**config.mk**
```make
export PLATFORM = sky130hd
export DESIGN_NAME = cp0_timer_ctrl
export DESIGN_NICKNAME = d
export VERILOG_FILES = /design/src/rtl/cp0_pkg.sv /design/src/rtl/cp0_count.sv /design/src/rtl/cp0_timer_ctrl.sv
export SDC_FILE = /design/constraint.sdc
export NUM_CORES = 1
export LEC_CHECK = 0
export ABC_AREA = 1
export BUFFER_PORTS_ARGS = -buffer_cell sky130_fd_sc_hd__buf_2
export CORE_ASPECT_RATIO = 1.75
export CORE_MARGIN = 2
export CORE_UTILIZATION = 56
export DETAILED_ROUTE_END_ITERATION = 6
export PLACE_DENSITY = 0.79
export SLEW_MARGIN = 5
export SYNTH_ARGS = -nofsm -noshare
export SYNTH_HDL_FRONTEND = slang
export SYNTH_SLANG_ARGS = --single-unit
```
**constraint.sdc**
```tcl
create_clock -name clk -period 2.2 [get_ports clk]
set_clock_uncertainty 0.15 [all_clocks]
set_input_delay 0.44 -clock clk [delete_from_list [all_inputs] [get_ports clk]]
set_output_delay 0.44 -clock clk [all_outputs]
set_load 0.02 [all_outputs]
```
**src/rtl/cp0_pkg.sv**
```systemverilog
// cp0_pkg: shared CP0 register numbers and timer FSM state encoding
package cp0_pkg;
    localparam logic [4:0] CP0_COUNT   = 5'd9;
    localparam logic [4:0] CP0_COMPARE = 5'd11;
    typedef enum logic [1:0] {IDLE, PEND, REQ, DONE} tmr_state_t;
endpackage

```
**src/rtl/cp0_count.sv**
```systemverilog
// cp0_count: free-running CP0 Count register with optional divide-by-2 tick
// Ports: clk, rst (sync, active-high); we/wdata load Count in place of the
// increment; count is the register value; tick is high when count advances
// at the coming edge. Macro CP0_COUNT_DIV2_EN: advance every second cycle.
module cp0_count (
    input  logic        clk,
    input  logic        rst,
    input  logic        we,
    input  logic [31:0] wdata,
    output logic [31:0] count,
    output logic        tick
);
`ifdef CP0_COUNT_DIV2_EN
    logic phase;
    always_ff @(posedge clk)
        phase <= (rst || we) ? 1'b0 : ~phase;
    assign tick = phase & ~we;
`else
    assign tick = ~we;
`endif
    always_ff @(posedge clk)
        if (rst)
            count <= 32'h0;
        else if (we)
            count <= wdata;
        else if (tick)
            count <= count + 32'd1;
endmodule

```
**src/rtl/cp0_timer_ctrl.sv**
```systemverilog
// cp0_timer_ctrl: CP0 Count/Compare timer with interrupt request FSM
// Ports: clk, rst (sync, active-high); cp0_we/cp0_waddr/cp0_wdata mtc0 write;
// cp0_raddr/cp0_rdata combinational mfc0 read (9 Count, 11 Compare, else 0);
// int_en interrupt enable; irq request to exception unit; irq_ack its accept;
// ip7 Cause.IP7 pending. Macro CP0_COUNT_DIV2_EN: Count ticks every 2 cycles.
module cp0_timer_ctrl
    import cp0_pkg::*;
(
    input  logic        clk,
    input  logic        rst,
    input  logic        cp0_we,
    input  logic [4:0]  cp0_waddr,
    input  logic [31:0] cp0_wdata,
    input  logic [4:0]  cp0_raddr,
    output logic [31:0] cp0_rdata,
    input  logic        int_en,
    output logic        irq,
    input  logic        irq_ack,
    output logic        ip7
);
    logic [31:0] count, compare;
    logic        tick, count_we, compare_we, match;
    tmr_state_t  state, state_nxt;

    assign count_we   = cp0_we && cp0_waddr == CP0_COUNT;
    assign compare_we = cp0_we && cp0_waddr == CP0_COMPARE;

    cp0_count u_count (
        .clk   (clk),
        .rst   (rst),
        .we    (count_we),
        .wdata (cp0_wdata),
        .count (count),
        .tick  (tick)
    );

    // Only a real increment can match; writes landing on equality never do.
    assign match = tick && (count + 32'd1) == compare;

    always_ff @(posedge clk)
        if (rst)
            compare <= 32'h0;
        else if (compare_we)
            compare <= cp0_wdata;

    always_ff @(posedge clk)
        state <= rst ? IDLE : state_nxt;

    always_comb begin
        state_nxt = state;
        case (state)
            IDLE: state_nxt = match ? PEND : IDLE;
            PEND: state_nxt = int_en ? REQ : PEND;
            REQ:  state_nxt = irq_ack ? DONE : (int_en ? REQ : PEND);
            DONE: state_nxt = DONE;
            default: state_nxt = IDLE;
        endcase
        // A Compare write clears the interrupt, beating any match or ack.
        if (compare_we)
            state_nxt = IDLE;
    end

    assign irq = state == REQ;
    assign ip7 = state != IDLE;

    assign cp0_rdata = cp0_raddr == CP0_COUNT   ? count   :
                       cp0_raddr == CP0_COMPARE ? compare : 32'h0;
endmodule

```
==> summary.txt, run 1 <==
Status
  – Status: finished, final reports clean

Drt
  – 1st-pass router iterations: 5
  – Via density: 5.63
  – Initial DRC Count: 281
  – Remaining DRCs: 0
  – WL/cell: 15.6 um
  – ANT nets after route: 0
  – Detailed Route WL: 14500 um
  – Vias after detailed routing: 5240

Setup path
  – CP required: 2.32 ns
  – Critical path arrival: 2.19 ns
  – R2R Setup Slk: 0.13 ns
  – CP startpoint kind: flip-flop
  – Worst setup endpoint: state[0]$_SDFF_PP0_
  – CP max stage delay: 0.36 ns
  – Worst R2R Start: u_count.count[1]$_SDFF_PP0_
  – Reg2Reg Depth: 16
  – Setup crit end kind: flip-flop
  – Slowest-stage cell, CP: dfxtp_2
  – Worst Setup SP: u_count.count[1]$_SDFF_PP0_
  – Top cell by count, worst path: nand2_1
  – Setup CP Type: flip-flop to flip-flop
  – CP Max Fanout: 5
  – Cell Chain, Critical Path: ha_4, nand2_4, nor2_8, buf_6, nand3_1, nand2_1, nand2_1, nand2_1, nand2_1, inv_1, nand2_1, nor2_1, nand2_1, nor2_1, nand3_1, nand2_1
  – R2R Path End: state[0]$_SDFF_PP0_

GRT
  – Met1 Usage GRT: 33.5%
  – Pin count of the biggest net entering global routing: 66
  – Met2 Use GR: 62.8%
  – GR Overflow Total: 0
  – Vias in the first global route: 4982
  – First-pass GRT wire length: 22600 um
  – GRT Resource Usage Total: 33.5%
  – Initial antenna violation count: 0
  – Met3 Usage GRT: 5.21%
  – Most Crowded Layer GR: met2

CTS
  – # H-tree levels: 3
  – Total clock sinks: 66
  – # hold bufs at CTS: 0
  – Clock transition at path regs: 0.06 ns
  – Clock Latency Late Sink: 0.33 ns
  – CTS Buf Count: 9
  – Max clock buf depth: 2
  – CTS tree: built
  – CTS Root Cell: clkbuf_16

Pwr
  – LEAKAGE: 0.00282 uW
  – Max VDD drop: 0.472 mV
  – PD cells: 500 nW/um^2

STA
  – Max-slew violations: 0
  – Final Hold Viols: 0
  – Maximum clock rate: 0.482 GHz
  – Worst Max-Slew Pin Slew: 0.487 ns
  – Endpoints failing setup: 0
  – Tcrit/Tclk final: 94.3%
  – Setup tns final: 0 ns
  – Max_slew headroom: 67.6%
  – Tmin final: 2.07 ns
  – Hold slack: 0.207 ns

Synthesis
  – Register area share after synthesis: 29.8%
  – Most used standard cell by instance count after synthesis: nand2_1
  – Asr flop ratio synth: 0%
  – Area share of the largest cell type after synthesis: 29.8%
  – Yosys reg bits: 66
  – List of most frequent post-synthesis cells: nand2_1, inv_1, nor2_1, nand3_1, dfxtp_1
  – Yosys cell types: 24
  – Synthesized netlist cell count: 744
  – Post-synth EDFFs: 0
  – Syn Nets: 792
  – Area contributors post-synth: dfxtp_1, nand2_1, inv_1
  – Yosys top cell by area: dfxtp_1
  – Mapped cell area: 4430 um^2
  – Synth warn: 0
  – Ys flop type: dfxtp_1
  – Mapped Avg Cell Area: 5.96 um^2

Floorplanning
  – Ports: 81
  – Die Wd: 71.2 um
  – DIE AREA: 8670 um^2
  – Site Rows: 43
  – Die H: 122 um
  – Core area: 7800 um^2
  – Initial core utilization: 56.8%

Placement
  – PortBufs: 80
  – Final Wtd Congestion: 0.973
  – Detail Placement HPWL: 10700 um

Cells and area
  – Multi-input logic area: 2690 um^2
  – Final net count: 887
  – Sequential cell area: 1330 um^2
  – Fill cell count: 672
  – Layout cells sized above 1: 20.8%
  – P&R area growth vs syn: 24.3%
  – Antenna fix cells: 0

Worst hold path
  – Min-Delay Path Class: input pin to flip-flop

Run
  – Maxcap violations: 0
==> layer usage <==
metal | up-vias | wire [um]
li1 | 2592 | -
met1 | 2415 | 5380
met2 | 177 | 7800
met3 | 56 | 558
met4 | 0 | 773
met5 | - | 0
==> worst min-delay path by stage <==
stage          cells after the start                      endpoint  slack (ns)                      from
6_report                           3  u_count.count[15]$_SDFF_PP0_        0.21             cp0_wdata[15]
5_1_grt                            3  u_count.count[15]$_SDFF_PP0_        0.21             cp0_wdata[15]
4_1_cts                            3  u_count.count[15]$_SDFF_PP0_        0.21             cp0_wdata[15]
3_5_place_dp                       2      compare[11]$_SDFFE_PP0P_        0.34  compare[11]$_SDFFE_PP0P_
3_3_place_gp                       2       compare[9]$_SDFFE_PP0P_        0.33   compare[9]$_SDFFE_PP0P_
2_1_floorplan                      2       compare[9]$_SDFFE_PP0P_        0.30   compare[9]$_SDFFE_PP0P_
==> critical path, delay by kind of cell (launching register included) <==
kind                     cells  cell delay [ns]
buffers and inverters        2             0.19
AND/OR/NAND/NOR             13             1.15
flip-flops                   1             0.36
adder cells (fa/ha/maj)      1             0.17
==> cell families after synthesis <==
kind of cell	Yosys count	share of synthesized area (%)
AND/OR/NAND/NOR	392	39.8
AO/OA/AOI/OAI	142	17.5
buffers and inverters	141	11.9
flip-flops	66	29.8
XOR/XNOR	2	0.706
adder cells (fa/ha/maj)	1	0.282
==> cell usage in the layout, fill, tap and decap left out, types with 7 or more instances in the layout <==
cell       netlist  layout
a21oi_1         40      40
buf_2            0      80
buf_4            0      21
clkbuf_16        0       9
dfxtp_1         66      59
dfxtp_2          0       7
inv_1          115     114
nand2_1        190     181
nand2_2          6      12
nand3_1         75      74
nand4_1          8       8
nor2_1          94      83
nor2_2           3      12
o211ai_1        10      10
o21ai_0         59      57
o22ai_1         32      32
==> power breakdown <==
part | leakage [uW] | switching, uW | internal [uW]
logic | 0.00216 | 163 | 110
clock network | 0.000123 | 504 | 735
registers | 0.000536 | 22.3 | 1220
total | 0.00282 | 690 | 2070
==> flip-flops by register name (all words and copies together), names as in the netlist <==
signal and cells:
compare 32, state 2, u_count.count 32
==> through the flow <==
stage,cell area (um^2),worst slack [ns],util [%],power (uW),std cells
after detailed placement,5080,-0.00343,65.1,1520,912
after CTS,5340,0.0151,68.5,2740,927
final,5510,0.125,70.6,2750,931
after floorplan,4430,0.303,-,1400,744
after global placement,5080,0.0210,65.1,1510,912
after global routing,5510,-0.0153,70.6,2850,931
==> final cells by class <==
cell class / instances / share of cell area (%)
multi-input combinational: 537 / 48.8
sequential: 66 / 24.1
timing repair buffer: 109 / 12.6
inverter: 116 / 7.91
clock buffer: 9 / 4.09
tap: 90 / 2.04
clock inverter: 4 / 0.409
==> repair_timing <==
action / 4_1_cts / 5_1_grt
pin swaps: 1 / 17
endpoints found under the setup margin: 1 / 1
resized for setup: 2 / 40
buffers inserted: 2 / 4
(Power assumes the default switching activity.)
==> inputs of run 2 (changes only) <==
Settings changed: SETUP_SLACK_MARGIN set to 0.15.
==> run 2 against run 1 <==
  * Maximum frequency down 1.4%
  * Routed wire length up 5.2%
  * First-iteration DRC count up 9.3%
  * Global-route usage up 0.56 points
  * Non-clock buffer count up 9
  * Sequential cell count unchanged
  * Sequential power about the same
  * Hold slack worse by 0.0026 ns
  * Core utilization up 3.3 points
  * Highest routed layer unchanged
  * Clock power about the same
==> summary.txt, run 2 (synthesized netlist as in run 1, its figures left out) <==
CTS
  – CTS Root Cell: clkbuf_16
  – Max clock buf depth: 2 (unchanged)
  – Clock Latency Late Sink: 0.33 ns (about the same)
  – # hold bufs at CTS: 0 (unchanged)
  – Total clock sinks: 66 (unchanged)
  – # H-tree levels: 3 (unchanged)
  – CTS tree: built
  – CTS Buf Count: 9 (unchanged)
  – Clock transition at path regs: 0.06 ns (about the same)

Pwr
  – LEAKAGE: 0.00291 uW (+3.2%)
  – PD cells: 479 nW/um^2 (-4.3%)
  – Max VDD drop: 0.467 mV (-1.1%)

STA
  – Tcrit/Tclk final: 95.6% (+1.3 points)
  – Tmin final: 2.10 ns (+0.0287 ns)
  – Final Hold Viols: 0 (unchanged)
  – Setup tns final: 0 ns (unchanged)
  – Maximum clock rate: 0.475 GHz (-1.4%)
  – RSZ-0062 raised after global routing: true
  – Max_slew headroom: 67.4% (-0.12 points)
  – Max-slew violations: 0 (unchanged)
  – Worst Max-Slew Pin Slew: 0.488 ns (+0.00184 ns)
  – Endpoints failing setup: 0 (unchanged)

Drt
  – Via density: 5.66 (+0.52%)
  – Initial DRC Count: 307 (+9.3%)
  – Detailed Route WL: 15300 um (+5.2%)
  – Vias after detailed routing: 5318 (+1.5%)
  – 1st-pass router iterations: 5 (unchanged)
  – WL/cell: 16.2 um (+4.2%)
  – ANT nets after route: 0 (unchanged)
  – Remaining DRCs: 0 (unchanged)

GRT
  – GRT Resource Usage Total: 34.1% (+0.56 points)
  – GR Overflow Total: 0 (unchanged)
  – Initial antenna violation count: 0 (unchanged)
  – Pin count of the biggest net entering global routing: 66 (unchanged)
  – First-pass GRT wire length: 22800 um (+1.2%)
  – Vias in the first global route: 5015 (+0.66%)

Setup path
  – Critical path arrival: 1.51 ns (-0.68 ns)
  – CP Max Fanout: 16 (+11)
  – Worst R2R Start: u_count.count[1]$_SDFF_PP0_
  – R2R Path End: state[0]$_SDFF_PP0_
  – CP startpoint kind: input pin
  – R2R Setup Slk: 0.11 ns (-0.02 ns)
  – Reg2Reg Depth: 16 (unchanged)
  – Setup CP Type: input pin to output port
  – Setup crit end kind: output port
  – CP required: 1.61 ns (-0.71 ns)

Floorplanning
  – Initial core utilization: 56.8% (unchanged)
  – DIE AREA: 8670 um^2 (unchanged)
  – Ports: 81 (unchanged)
  – Die H: 122 um (unchanged)
  – Core area: 7800 um^2 (unchanged)
  – Die Wd: 71.2 um (unchanged)
  – Site Rows: 43 (unchanged)

Worst hold path
  – Min-Delay Path Class: input pin to flip-flop
  – Hold Crit Start: cp0_wdata[15]
  – Hold Path Depth: 3 (unchanged)
  – Worst hold endpoint: u_count.count[15]$_SDFF_PP0_

Placement
  – Detail Placement HPWL: 10700 um (unchanged)
  – Final Wtd Congestion: 0.973 (unchanged)
  – Placed Cells: 912 (unchanged)
  – PortBufs: 80 (unchanged)

Cells and area
  – Top flop regs: compare (32), u_count.count (32), state (2)
  – Multi-input logic area: 2820 um^2 (+4.7%)
  – Leading cell type in the layout, fill and taps excluded: nand2_1
  – Commonest cells after routing, fill and taps aside: nand2_1, inv_1, buf_2
  – Finished Layout Cells: 940 (+0.97%)
  – Final core utilization: 73.9% (+3.3 points)
  – Fill cell count: 634 (-5.7%)
  – Antenna fix cells: 0 (unchanged)
  – Layout cells sized above 1: 26.1% (+5.3 points)
  – Final net count: 896 (+1.0%)
  – P&R area growth vs syn: 30.1%
  – Sequential cell area: 1340 um^2 (+0.85%)

Status
  – Status: finished, final reports clean

Run
  – Maxcap violations: 0 (unchanged)
[run 2: changes by cell type in the layout (fill, tap and decap cells not counted), sizes merged]
cell / delta
clkbuf: +1
buf: +8
[run 2: worst max-delay path by stage]
stage	from	to	slack, ns	depth (start not counted)
after CTS	u_count.count[1]$_SDFF_PP0_	state[0]$_SDFF_PP0_	0.15	16
after global routing	u_count.count[0]$_SDFF_PP0_	state[0]$_SDFF_PP0_	-0.007	13
after detailed placement	u_count.count[0]$_SDFF_PP0_	state[0]$_SDFF_PP0_	-0.003	14
after floorplan	cp0_raddr[3]	cp0_rdata[10]	0.30	5
after global placement	u_count.count[0]$_SDFF_PP0_	state[0]$_SDFF_PP0_	0.02	14
final	cp0_raddr[2]	cp0_rdata[28]	0.1	7
[run 2: final cells by class]
class | instances | area share (%)
multi-input cells | 537 | 48.8
well taps | 90 | 1.95
flip-flops and latches | 66 | 23.3
clock buffers | 9 | 3.91
inverters | 116 | 7.64
clock inverters | 4 | 0.391
repair buffers | 118 | 14.0
[run 2: timing repair]
action | in CTS | in global routing
buffers inserted | 6 | 8
endpoints found under the hold margin | 0 | 0
pin swaps | 9 | 30
gates cloned | 0 | 1
resized for setup | 21 | 77
setup endpoints to repair | 1 | 5
[run 2: routing by layer]
metal / GRT usage (%) / share of wire (%) / vias to the layer above
met5: 0 / 0 / -
met4: 18.9 / 6.6 / 0
met3: 6.04 / 5.7 / 76
met2: 64.8 / 53 / 228
met1: 33.7 / 34 / 2404
li1: - / - / 2610
[run 2: report_power, final]
part           total, uW  internal (uW)  switching [uW]
Sequential          1240           1220            23.7
Clock               1240            735             501
Combinational        282            114             168
Total               2760           2070             692
[run 2: worst max-delay path: stages]
cell	delay [ns]
buf_2	0.10
nor2_1	0.13
nand4_1	0.11
buf_4	0.18
buf_12	0.16
o22ai_1	0.18
buf_2	0.20
[run 2: per-stage QoR]
| step | hold slack, ns | cell area [um^2] | setup slack (ns) | total power [uW] |
|---|---|---|---|---|
| floorplan | 0.301 | 4430 | 0.303 | 1400 |
| global placement | 0.328 | 5080 | 0.0210 | 1510 |
| detailed placement | 0.338 | 5080 | -0.00343 | 1520 |
| CTS | 0.206 | 5440 | 0.152 | 2750 |
| global route | 0.209 | 5770 | -0.00723 | 2870 |
| finish | 0.204 | 5770 | 0.0964 | 2760 |
==> inputs of run 3 (changes only) <==
Settings changed: PLACE_DENSITY 0.79 to 0.88.
==> run 3 against run 2 <==
  * The flow now finishes with violations (DRC)
  * Clock-buffer cell count is 1 higher
  * Maximum frequency hardly changed
  * Sequential share of layout area is 1.0 points higher
  * Hold slack worse by 0.0018 ns
  * Via count is 1.7% higher
  * First-iteration DRC count is 69% higher
  * Clock power hardly changed
  * Register-to-register slack hardly changed
  * Largest cell class unchanged
  * Highest routed layer unchanged
==> summary.txt, run 3 (synthesized netlist as in run 1, its figures left out) <==
Worst hold path
  – Hold Path Depth: 3 (unchanged)
  – Min-Delay Path Class: input pin to flip-flop
  – Hold Crit Start: cp0_wdata[16]

Setup path
  – CP Max Fanout: 6 (-10)
  – Setup crit end kind: flip-flop
  – Reg2Reg Depth: 14 (-2)
  – Critical path arrival: 2.23 ns (+0.72 ns)
  – Critical path depth: 14 (+7)
  – Setup CP Type: flip-flop to flip-flop
  – Buf+Inv Stages, Crit Path: 0 (-4)
  – Worst R2R Start: u_count.count[2]$_SDFF_PP0_
  – CP startpoint kind: flip-flop
  – CP required: 2.33 ns (+0.72 ns)
  – Slowest-stage cell, CP: dfxtp_2
  – Worst Setup SP: u_count.count[2]$_SDFF_PP0_
  – Top delay family on crit path: simple AND/OR/NAND/NOR gates
  – Cell Chain, Critical Path: nand2_2, nor2_8, nand2_4, nor2_4, nand2_1, nand2_1, nand2_1, nand2_1, nand2_1, nor2_1, nand2_1, nor2_1, nand3_1, nand2_1
  – Top cell by count, worst path: nand2_1
  – CP max stage delay: 0.39 ns (+0.19 ns)

GRT
  – Vias in the first global route: 5171 (+3.1%)
  – GR Overflow Total: 0 (unchanged)
  – GRT Resource Usage Total: 36.2% (+2.1 points)
  – Pin count of the biggest net entering global routing: 66 (unchanged)
  – First-pass GRT wire length: 24200 um (+6.1%)
  – Initial antenna violation count: 0 (unchanged)

Drt
  – Vias after detailed routing: 5409 (+1.7%)
  – ANT nets after route: 0 (unchanged)
  – Detailed Route WL: 15800 um (+3.5%)
  – Initial DRC Count: 520 (+69%)
  – 1st-pass router iterations: 7 (+2)
  – Via density: 5.82 (+2.8%)
  – WL/cell: 17.0 um (+4.6%)
  – Remaining DRCs: 1 (+1)

Placement
  – PortBufs: 80 (unchanged)
  – Placed cell area: 4980 um^2 (-1.9%)
  – Final Wtd Congestion: 1.01 (+4.3%)
  – Detail Placement HPWL: 11400 um (+6.5%)

Cells and area
  – Layout cells sized above 1: 22.1% (-4.0 points)
  – Post-route cell area: 5520 um^2 (-4.4%)
  – Commonest cells after routing, fill and taps aside: nand2_1, inv_1, nor2_1
  – Top flop regs: compare (32), u_count.count (32), state (2)
  – Final net count: 886 (-1.1%)
  – Final core utilization: 70.7% (-3.2 points)
  – Leading cell type in the layout, fill and taps excluded: nand2_1
  – Antenna fix cells: 0 (unchanged)
  – P&R area growth vs syn: 24.4%

Pwr
  – Clock share of power: 45.7% (+0.9 points)
  – Comb power frac: 9.5% (-0.7 points)
  – PD cells: 503 nW/um^2 (+5.0%)
  – Max VDD drop: 0.423 mV (-9.3%)
  – LEAKAGE: 0.00277 uW (-4.7%)
  – Sequential Power Share: 44.8% (-0.2 points)
  – Sw frac: 25.6% (+0.52 points)
  – Internal power: 2060 uW (-0.26%)
  – Switching pwr: 710 uW (+2.5%)

Status
  – Failing checks: DRC
  – Status: finished, violations left

Floorplanning
  – Die H: 122 um (unchanged)
  – DIE AREA: 8670 um^2 (unchanged)
  – Core area: 7800 um^2 (unchanged)
  – Ports: 81 (unchanged)
  – Die Wd: 71.2 um (unchanged)
  – Initial core utilization: 56.8% (unchanged)
  – Site Rows: 43 (unchanged)

CTS
  – Total clock sinks: 66 (unchanged)
  – CTS Buf Count: 9 (unchanged)
  – Max clock buf depth: 2 (unchanged)
  – CTS Root Cell: clkbuf_16
  – Clock Latency Late Sink: 0.34 ns (about the same)
  – CTS tree: built
  – # H-tree levels: 3 (unchanged)
  – Clock transition at path regs: 0.06 ns (about the same)

Run
  – Maxcap violations: 0 (unchanged)

STA
  – Max-slew violations: 0 (unchanged)
  – Final Hold Viols: 0 (unchanged)
  – Endpoints failing setup: 0 (unchanged)
  – RSZ-0062 raised after global routing: true
  – Max_slew headroom: 57.1% (-10 points)
  – Tcrit/Tclk final: 95.6% (about the same)
  – Maximum clock rate: 0.475 GHz (about the same)
  – Worst Max-Slew Pin Slew: 0.643 ns (+0.155 ns)
  – Tmin final: 2.10 ns (-0.000405 ns)
## run 3: per-layer routing
layer  vias up  track usage (%)  wire length [um]
li1       2594                -                 -
met1      2456             36.7              5370
met2       280             66.9              8380
met3        79             4.88               972
met4         0             24.2              1080
met5         -                0                 0
## run 3: power groups by stage
stage	combinational [uW]	sequential [uW]	clock, uW
detailed placement	242	1260	0
CTS	249	1240	1260
global route	293	1250	1320
floorplan	144	1260	0
global placement	236	1260	0
finish	262	1240	1270
## run 3: final cells by class
type | count | area, um^2
fillers | 698 | 2290
well taps | 90 | 113
multi-input cells | 537 | 2720
flip-flops and latches | 66 | 1340
clock buffers | 10 | 229
repair buffers | 108 | 658
inverters | 116 | 435
clock inverters | 3 | 20.0
## run 3: path summary, 6_finish.rpt
path,to,slack [ns]
worst max register to register,state[0]$_SDFF_PP0_,0.1
worst max-delay path,state[0]$_SDFF_PP0_,0.1
worst min-delay path,u_count.count[16]$_SDFF_PP0_,0.20
worst min register to register,compare[3]$_SDFFE_PP0P_,0.34
## run 3: through the flow
stage | cells | setup slack (ns) | setup TNS (ns) | hold slack, ns | power [uW]
2_1_floorplan | 744 | 0.303 | 0 | 0.301 | 1400
3_3_place_gp | 906 | 0.0619 | 0 | 0.327 | 1500
3_5_place_dp | 906 | 0.00390 | 0 | 0.336 | 1510
4_1_cts | 923 | 0.120 | 0 | 0.204 | 2750
5_1_grt | 930 | -0.0131 | -0.0131 | 0.227 | 2860
6_report | 930 | 0.0968 | 0 | 0.202 | 2770
## run 3: worst reg2reg max path, cell delays in order (launching register included)
cell and delay, ns:
dfxtp_2 0.39, nand2_2 0.11, nor2_8 0.20, nand2_4 0.14, nor2_4 0.21, nand2_1 0.10, nand2_1 0.09, nand2_1 0.06
nand2_1 0.09, nand2_1 0.08, nor2_1 0.09, nand2_1 0.07, nor2_1 0.12, nand3_1 0.09, nand2_1 0.06
## run 3: timing repair
| action | in CTS | in global routing |
|---|---|---|
| resized for setup | 16 | 53 |
| buffers inserted | 4 | 7 |
| hold buffers | 0 | 0 |
| gates cloned | 0 | 0 |
| endpoints found under the setup margin | 3 | 31 |
| pin swaps | 6 | 21 |
